==> config.mk <==
export PLATFORM = sky130hd
export DESIGN_NAME = ir_nec_tx_flat
export DESIGN_NICKNAME = d
export VERILOG_FILES = /design/src/rtl/ir_nec_tx_if.sv /design/src/rtl/ir_nec_tx.sv /design/src/flat_wrapper.sv
export SDC_FILE = /design/constraint.sdc
export NUM_CORES = 1
export LEC_CHECK = 0
export ABC_AREA = 1
export CORE_UTILIZATION = 46
export DETAILED_ROUTE_END_ITERATION = 6
export SETUP_SLACK_MARGIN = 0.15
export SLEW_MARGIN = 10
export SYNTH_ARGS = -nofsm -noshare
export SYNTH_HDL_FRONTEND = slang
export SYNTH_SLANG_ARGS = --single-unit
==> constraint.sdc <==
create_clock -name clk -period 2.25 [get_ports clk]
set_clock_uncertainty 0.05 [all_clocks]
set_input_delay 0.5625 -clock clk [delete_from_list [all_inputs] [get_ports clk]]
set_output_delay 0.5625 -clock clk [all_outputs]
set_load 0.1 [all_outputs]
==> src/rtl/ir_nec_tx_if.sv <==
// NEC transmitter request channel: address/command payload plus valid/ready handshake.
// No latency of its own; pure wiring bundle.
// The slave lowers ready while a frame or guard gap is in progress; the master holds valid until ready.
interface ir_nec_tx_if;
   logic [7:0] addr;
   logic [7:0] cmd;
   logic       valid;
   logic       ready;
   logic       busy;

   modport master (output addr, output cmd, output valid, input ready, input busy);
   modport slave  (input addr, input cmd, input valid, output ready, output busy);
endinterface

==> src/rtl/ir_nec_tx.sv <==
// NEC IR frame transmitter: builds the mark/space envelope and gates the external 38 kHz carrier with it.
// Envelope rises one clock after accept; every later edge lands on an exact multiple of UNIT_CYCLES.
// ready is low from accept until the guard gap has fully elapsed; valid outside IDLE is ignored.
module ir_nec_tx #(
   parameter int CLOCK_SPEED = 8000000,
   parameter int GAP_UNITS   = 72
) (
   input  logic         clk,
   input  logic         rst,
   ir_nec_tx_if.slave   tx,
   input  logic         carrier_in_i,
   output logic         envelope_o,
   output logic         ir_out_o
);

   // One NEC unit is 562.5 us.
   localparam int UNIT_CYCLES = CLOCK_SPEED * 9 / 16000;
   localparam int TW          = (UNIT_CYCLES > 1) ? $clog2(UNIT_CYCLES) : 1;

   localparam logic [TW-1:0] TMR_LAST       = TW'(UNIT_CYCLES - 1);
   localparam logic [6:0]    LEAD_MARK_LAST  = 7'd15;
   localparam logic [6:0]    LEAD_SPACE_LAST = 7'd7;
   localparam logic [6:0]    ONE_SPACE_LAST  = 7'd2;
   localparam logic [6:0]    GAP_LAST        = 7'(GAP_UNITS - 1);

   typedef enum logic [2:0] {
      S_IDLE,
      S_LEAD_MARK,
      S_LEAD_SPACE,
      S_BIT_MARK,
      S_BIT_SPACE,
      S_STOP_MARK,
      S_GAP
   } state_t;

   state_t        state_q, state_d;
   logic [TW-1:0] tmr_q, tmr_d;
   logic [6:0]    dur_q, dur_d;
   logic [4:0]    bit_cnt_q, bit_cnt_d;
   logic [31:0]   shift_q, shift_d;
   logic          env_q, env_d;

   logic          accept;
   logic          unit_tick;
   logic [6:0]    dur_last;
   logic          dur_done;

   // State, timers and payload registers; reset may strike mid-frame and drops the envelope at once.
   always_ff @(posedge clk or posedge rst) begin
      if (rst) begin
         state_q   <= S_IDLE;
         tmr_q     <= '0;
         dur_q     <= '0;
         bit_cnt_q <= '0;
         shift_q   <= '0;
         env_q     <= 1'b0;
      end else begin
         state_q   <= state_d;
         tmr_q     <= tmr_d;
         dur_q     <= dur_d;
         bit_cnt_q <= bit_cnt_d;
         shift_q   <= shift_d;
         env_q     <= env_d;
      end
   end

   // Next-state: unit timer, per-state unit counter, bit shifting and the registered envelope.
   always_comb begin
      state_d   = state_q;
      tmr_d     = tmr_q;
      dur_d     = dur_q;
      bit_cnt_d = bit_cnt_q;
      shift_d   = shift_q;
      env_d     = env_q;
      dur_last  = 7'd0;

      accept    = tx.valid && (state_q == S_IDLE);
      unit_tick = (state_q != S_IDLE) && (tmr_q == TMR_LAST);

      // The timer idles at zero and restarts from zero on accept, so the first unit is full length.
      if (accept) begin
         tmr_d = '0;
      end else if (state_q != S_IDLE) begin
         tmr_d = unit_tick ? '0 : tmr_q + TW'(1);
      end

      // Length of the current state, expressed as its last unit index.
      case (state_q)
         S_LEAD_MARK:  dur_last = LEAD_MARK_LAST;
         S_LEAD_SPACE: dur_last = LEAD_SPACE_LAST;
         S_BIT_SPACE:  dur_last = shift_q[0] ? ONE_SPACE_LAST : 7'd0;
         S_GAP:        dur_last = GAP_LAST;
         default:      dur_last = 7'd0;
      endcase
      dur_done = unit_tick && (dur_q == dur_last);

      if (unit_tick) begin
         dur_d = dur_done ? 7'd0 : dur_q + 7'd1;
      end

      case (state_q)
         S_IDLE: begin
            if (accept) begin
               // Transmitted LSB first: addr, ~addr, cmd, ~cmd.
               shift_d   = {~tx.cmd, tx.cmd, ~tx.addr, tx.addr};
               bit_cnt_d = 5'd0;
               dur_d     = 7'd0;
               state_d   = S_LEAD_MARK;
            end
         end
         S_LEAD_MARK:  if (dur_done) state_d = S_LEAD_SPACE;
         S_LEAD_SPACE: if (dur_done) state_d = S_BIT_MARK;
         S_BIT_MARK:   if (dur_done) state_d = S_BIT_SPACE;
         S_BIT_SPACE: begin
            if (dur_done) begin
               shift_d   = shift_q >> 1;
               bit_cnt_d = bit_cnt_q + 5'd1;
               state_d   = (bit_cnt_q == 5'd31) ? S_STOP_MARK : S_BIT_MARK;
            end
         end
         S_STOP_MARK:  if (dur_done) state_d = S_GAP;
         S_GAP:        if (dur_done) state_d = S_IDLE;
         default:      state_d = S_IDLE;
      endcase

      // Envelope follows the state being entered, so both change on the same edge.
      env_d = (state_d == S_LEAD_MARK) || (state_d == S_BIT_MARK) || (state_d == S_STOP_MARK);
   end

   assign tx.ready   = (state_q == S_IDLE);
   assign tx.busy    = ~tx.ready;
   assign envelope_o = env_q;
   // Carrier is not resynchronised; partial half-periods at mark edges are acceptable.
   assign ir_out_o   = env_q & carrier_in_i;

endmodule

==> src/flat_wrapper.sv <==
// flat-port wrapper written by rule: the top's interface ports become plain ports
module ir_nec_tx_flat 
#(
   parameter int CLOCK_SPEED = 8000000,
   parameter int GAP_UNITS   = 72
)
  (clk, rst, carrier_in_i, envelope_o, ir_out_o, tx_addr, tx_cmd, tx_valid, tx_ready, tx_busy);
  ir_nec_tx_if tx_i ();
  input  logic clk;
  input  logic rst;
  input  logic carrier_in_i;
  output logic envelope_o;
  output logic ir_out_o;
  input wire logic [$bits(tx_i.addr)-1:0] tx_addr;
  input wire logic [$bits(tx_i.cmd)-1:0] tx_cmd;
  input wire logic [$bits(tx_i.valid)-1:0] tx_valid;
  output wire logic [$bits(tx_i.ready)-1:0] tx_ready;
  output wire logic [$bits(tx_i.busy)-1:0] tx_busy;
  assign tx_i.addr = tx_addr;
  assign tx_i.cmd = tx_cmd;
  assign tx_i.valid = tx_valid;
  assign tx_ready = tx_i.ready;
  assign tx_busy = tx_i.busy;
  ir_nec_tx #(.CLOCK_SPEED(CLOCK_SPEED), .GAP_UNITS(GAP_UNITS)) u_core (.clk(clk), .rst(rst), .tx(tx_i), .carrier_in_i(carrier_in_i), .envelope_o(envelope_o), .ir_out_o(ir_out_o));
endmodule
==> flow_summary.toml <==
[run_status]
status = "complete, no violations"

[clock_network]
path_clk_slew_ps = 70
cts_tree = "yes"
cts-root-buf = "clkbuf_8"
cts_hold_buf = 0
cts_htree_levels = 3
cts_buffer_depth = 2
cts_buffers = 9
clk_latency_ps = 330
cts.sinks = 61

[min_path]
min_delay_path_depth = 2
hold_path.class = "reg -> reg"
min_from = "u_core.shift_q[8]"
hold_path_end = "u_core.shift_q[8]"

[power_and_ir_drop]
comb_power_share_pct = 4.9
sw_frac_of_total_pct = 22.9
p_int_w = 0.00160
pwr-share-clk_pct = 42.3
p_seq_share_pct = 52.9
cellPowerDensity_nw_per_um2 = 520
ir_drop_uv = 280
p_switching_w = 0.000475
p_leak_nw = 1.94

[setup_path]
worstPathRequired_ps = 1640
crit_slowest_cell = "dfrtp_1"
cp_top_family = "buffers and inverters"
rrSetupSlack_ps = 280
r2r_start = "u_core.state_q[0]"
max_stage_delay_ps = 420
path_class = "reg -> out"
arrival_ps = 1430
cp.depth = 4
cp_max_fo = 5
r2r-end = "u_core.shift_q[20]"
cp-start-kind = "flip-flop"
endpoint_kind = "output port"
crit_buf_inv = 3
crit_chain = "buf_4 > nor2_4 > inv_1 > buf_12"
reg2regPathDepth = 12

[die]
fp-row-count = 30
chipWidth_um = 87.1
die-area_um2 = 7590
core_area_um2 = 6910
die_y_um = 87.1
start_util_pct = 48.2
io_pins = 24

[drt]
drcViolationCount = 0
wirelength_mm = 7.28
drt_first_pass_iters = 4
final_antenna_net_count = 0
num_vias = 2986
wl_per_cell_um = 12.3
vias_per_cell = 5.05
drt_iter0_drc = 111

[sta]
slew-limit-headroom_pct = 76.9
tightest_slew_ps = 345
fin_crit_sh_pct = 90.6
period_minus_slack_ps = 2040
rsz0062_at_grt = "true"
setup_viol = 0
hold_ws_ps = 423
drv_slew = 0
fmax_mhz = 490
setup_ws_ps = 211
finalHoldViolations = 0
finalSetupTns_ps = 0

[synthesis]
ys_warn_count = 0
ys.flop_type = "dfrtp_1"
yosysUniqueCellTypes = 30
synth_top_cell_area_share_pct = 45.8
synth_top_cells_by_count = "146 x nand2_1, 61 x dfrtp_1, 54 x inv_1"
synth_edf_count = 0
synth_seq_area_share_pct = 45.8
synth_area_leaders = "dfrtp_1 46%, nand2_1 16%, nand3_1 6.2%, inv_1 6.1%, o21ai_0 6.0%"
netlist_area_um2 = 3330
async_flop_share_pct = 100
postSynthAreaPerCell_um2 = 7.29
ys_ff_latch = 61
yosysTopAreaCell = "dfrtp_1"
syn_nets = 481
synth_most_common_cell = "nand2_1"
synthCells = 457

[place]
placed_cells = 569
gp_routability_congestion = 0.811
dp_slack_ps = 185
dp_hpwl_mm = 4.78
port_buffers = 23

[finish]
n_antenna_cell = 0
final_core_util_pct = 57.8
nets = 514
final_cells = 591
drive_above_1_share_pct = 13.3
areaGrowthSynthToFinish_pct = 19.7

[grt]
track_usage_pct = 21.2
gr-total-overflow = 0
grt_pass1_vias = 2847
grt_max_degree = 59
antenna_found_initial = 0
grt_pass1_wl_mm = 12.5

[run]
cap_violations = 0
flip-flops by register name, indices dropped and copies added, names as in the netlist:
signal / cells
u_core.bit_cnt_q: 5
u_core.dur_q: 7
u_core.state_q: 3
u_core.shift_q: 32
u_core.tmr_q: 13
u_core.envelope_o: 1
cells in the final DEF, fill, tap and decap left out, drive strengths merged, types with 3 or more instances in the layout:
cell           Yosys  final
clkbuf             5     13
o21ai             56     56
nor2              46     46
inv               59     58
nand2            150    150
a21oi              6      6
nand4              7      7
nand3             43     43
o22ai              3      3
clkdlybuf4s50      0     19
clkinv             0      3
buf                9     16
dfrtp             61     61
ha                 4      4
layout make-up:
type	count	area, um2
clock buffers	12	155
clock inverters	4	22.5
fillers	679	2920
inverters	59	228
multi-input cells	323	1540
flip-flops and latches	61	1530
well taps	96	120
repair buffers	36	398
logic make-up (layout without fill, tap and decap cells):
logic type | after synthesis | after routing | share of synthesized area [%]
xor gates and xnor gates | 3 | 3 | 0.789
adders and majority gates | 4 | 4 | 1.50
buffers and inverters | 73 | 111 | 9.16
DFF | 61 | 61 | 45.8
AOI/OAI and AO/OA | 67 | 67 | 10.9
and+or+nand+nor | 249 | 249 | 31.8
routing by layer:
| metal | GRT usage (%) | vias up | part of all wire (%) |
|---|---|---|---|
| met2 | 35.6 | 71 | 47 |
| met4 | 9.39 | 0 | 2.0 |
| met1 | 27.2 | 1389 | 48 |
| met3 | 3.32 | 15 | 3.5 |
| met5 | 0 | - | 0 |
| li1 | - | 1511 | - |
power groups by stage:
stage | Clock [W] | Combinational (W) | Sequential, W
after floorplan | 0 | 0.0000481 | 0.00112
after global placement | 0 | 0.000104 | 0.00112
after detailed placement | 0 | 0.000103 | 0.00112
after CTS | 0.000899 | 0.000103 | 0.00110
after global routing | 0.000941 | 0.000115 | 0.00110
final | 0.000876 | 0.000101 | 0.00110
worst max-delay path by stage:
stage	slack, ps	start	endpoint
floorplan	-610	u_core.state_q[0]	u_core.bit_cnt_q[2]
global placement	200	tx_valid	u_core.bit_cnt_q[0]
detailed placement	180	tx_valid	u_core.bit_cnt_q[0]
CTS	210	u_core.state_q[0]	tx_busy
global route	90	u_core.tmr_q[0]	u_core.dur_q[6]
finish	210	u_core.state_q[2]	tx_busy
what timing repair did:
action / 4_1_cts / 5_1_grt
hold endpoints to repair: 0 / 0
setup endpoints to repair: 1 / 47
gates resized for setup: 2 / 9
pin swaps: 1 / 2
buffers inserted: 2 / 3
gates cloned: 0 / 1
metrics by stage:
stage | area [um2] | power [W]
3_5_place_dp | 3720 | 0.00122
3_3_place_gp | 3720 | 0.00122
5_1_grt | 3990 | 0.00215
6_report | 3990 | 0.00207
2_1_floorplan | 3340 | 0.00117
4_1_cts | 3910 | 0.00210
worst min-delay path: cells and delay by family, from the launching register on:
| family | cells | cell delay (ps) |
|---|---|---|
| AND/OR/NAND/NOR | 2 | 110 |
| flip-flops | 1 | 340 |
Note: power is estimated with default switching activity, not from simulation.
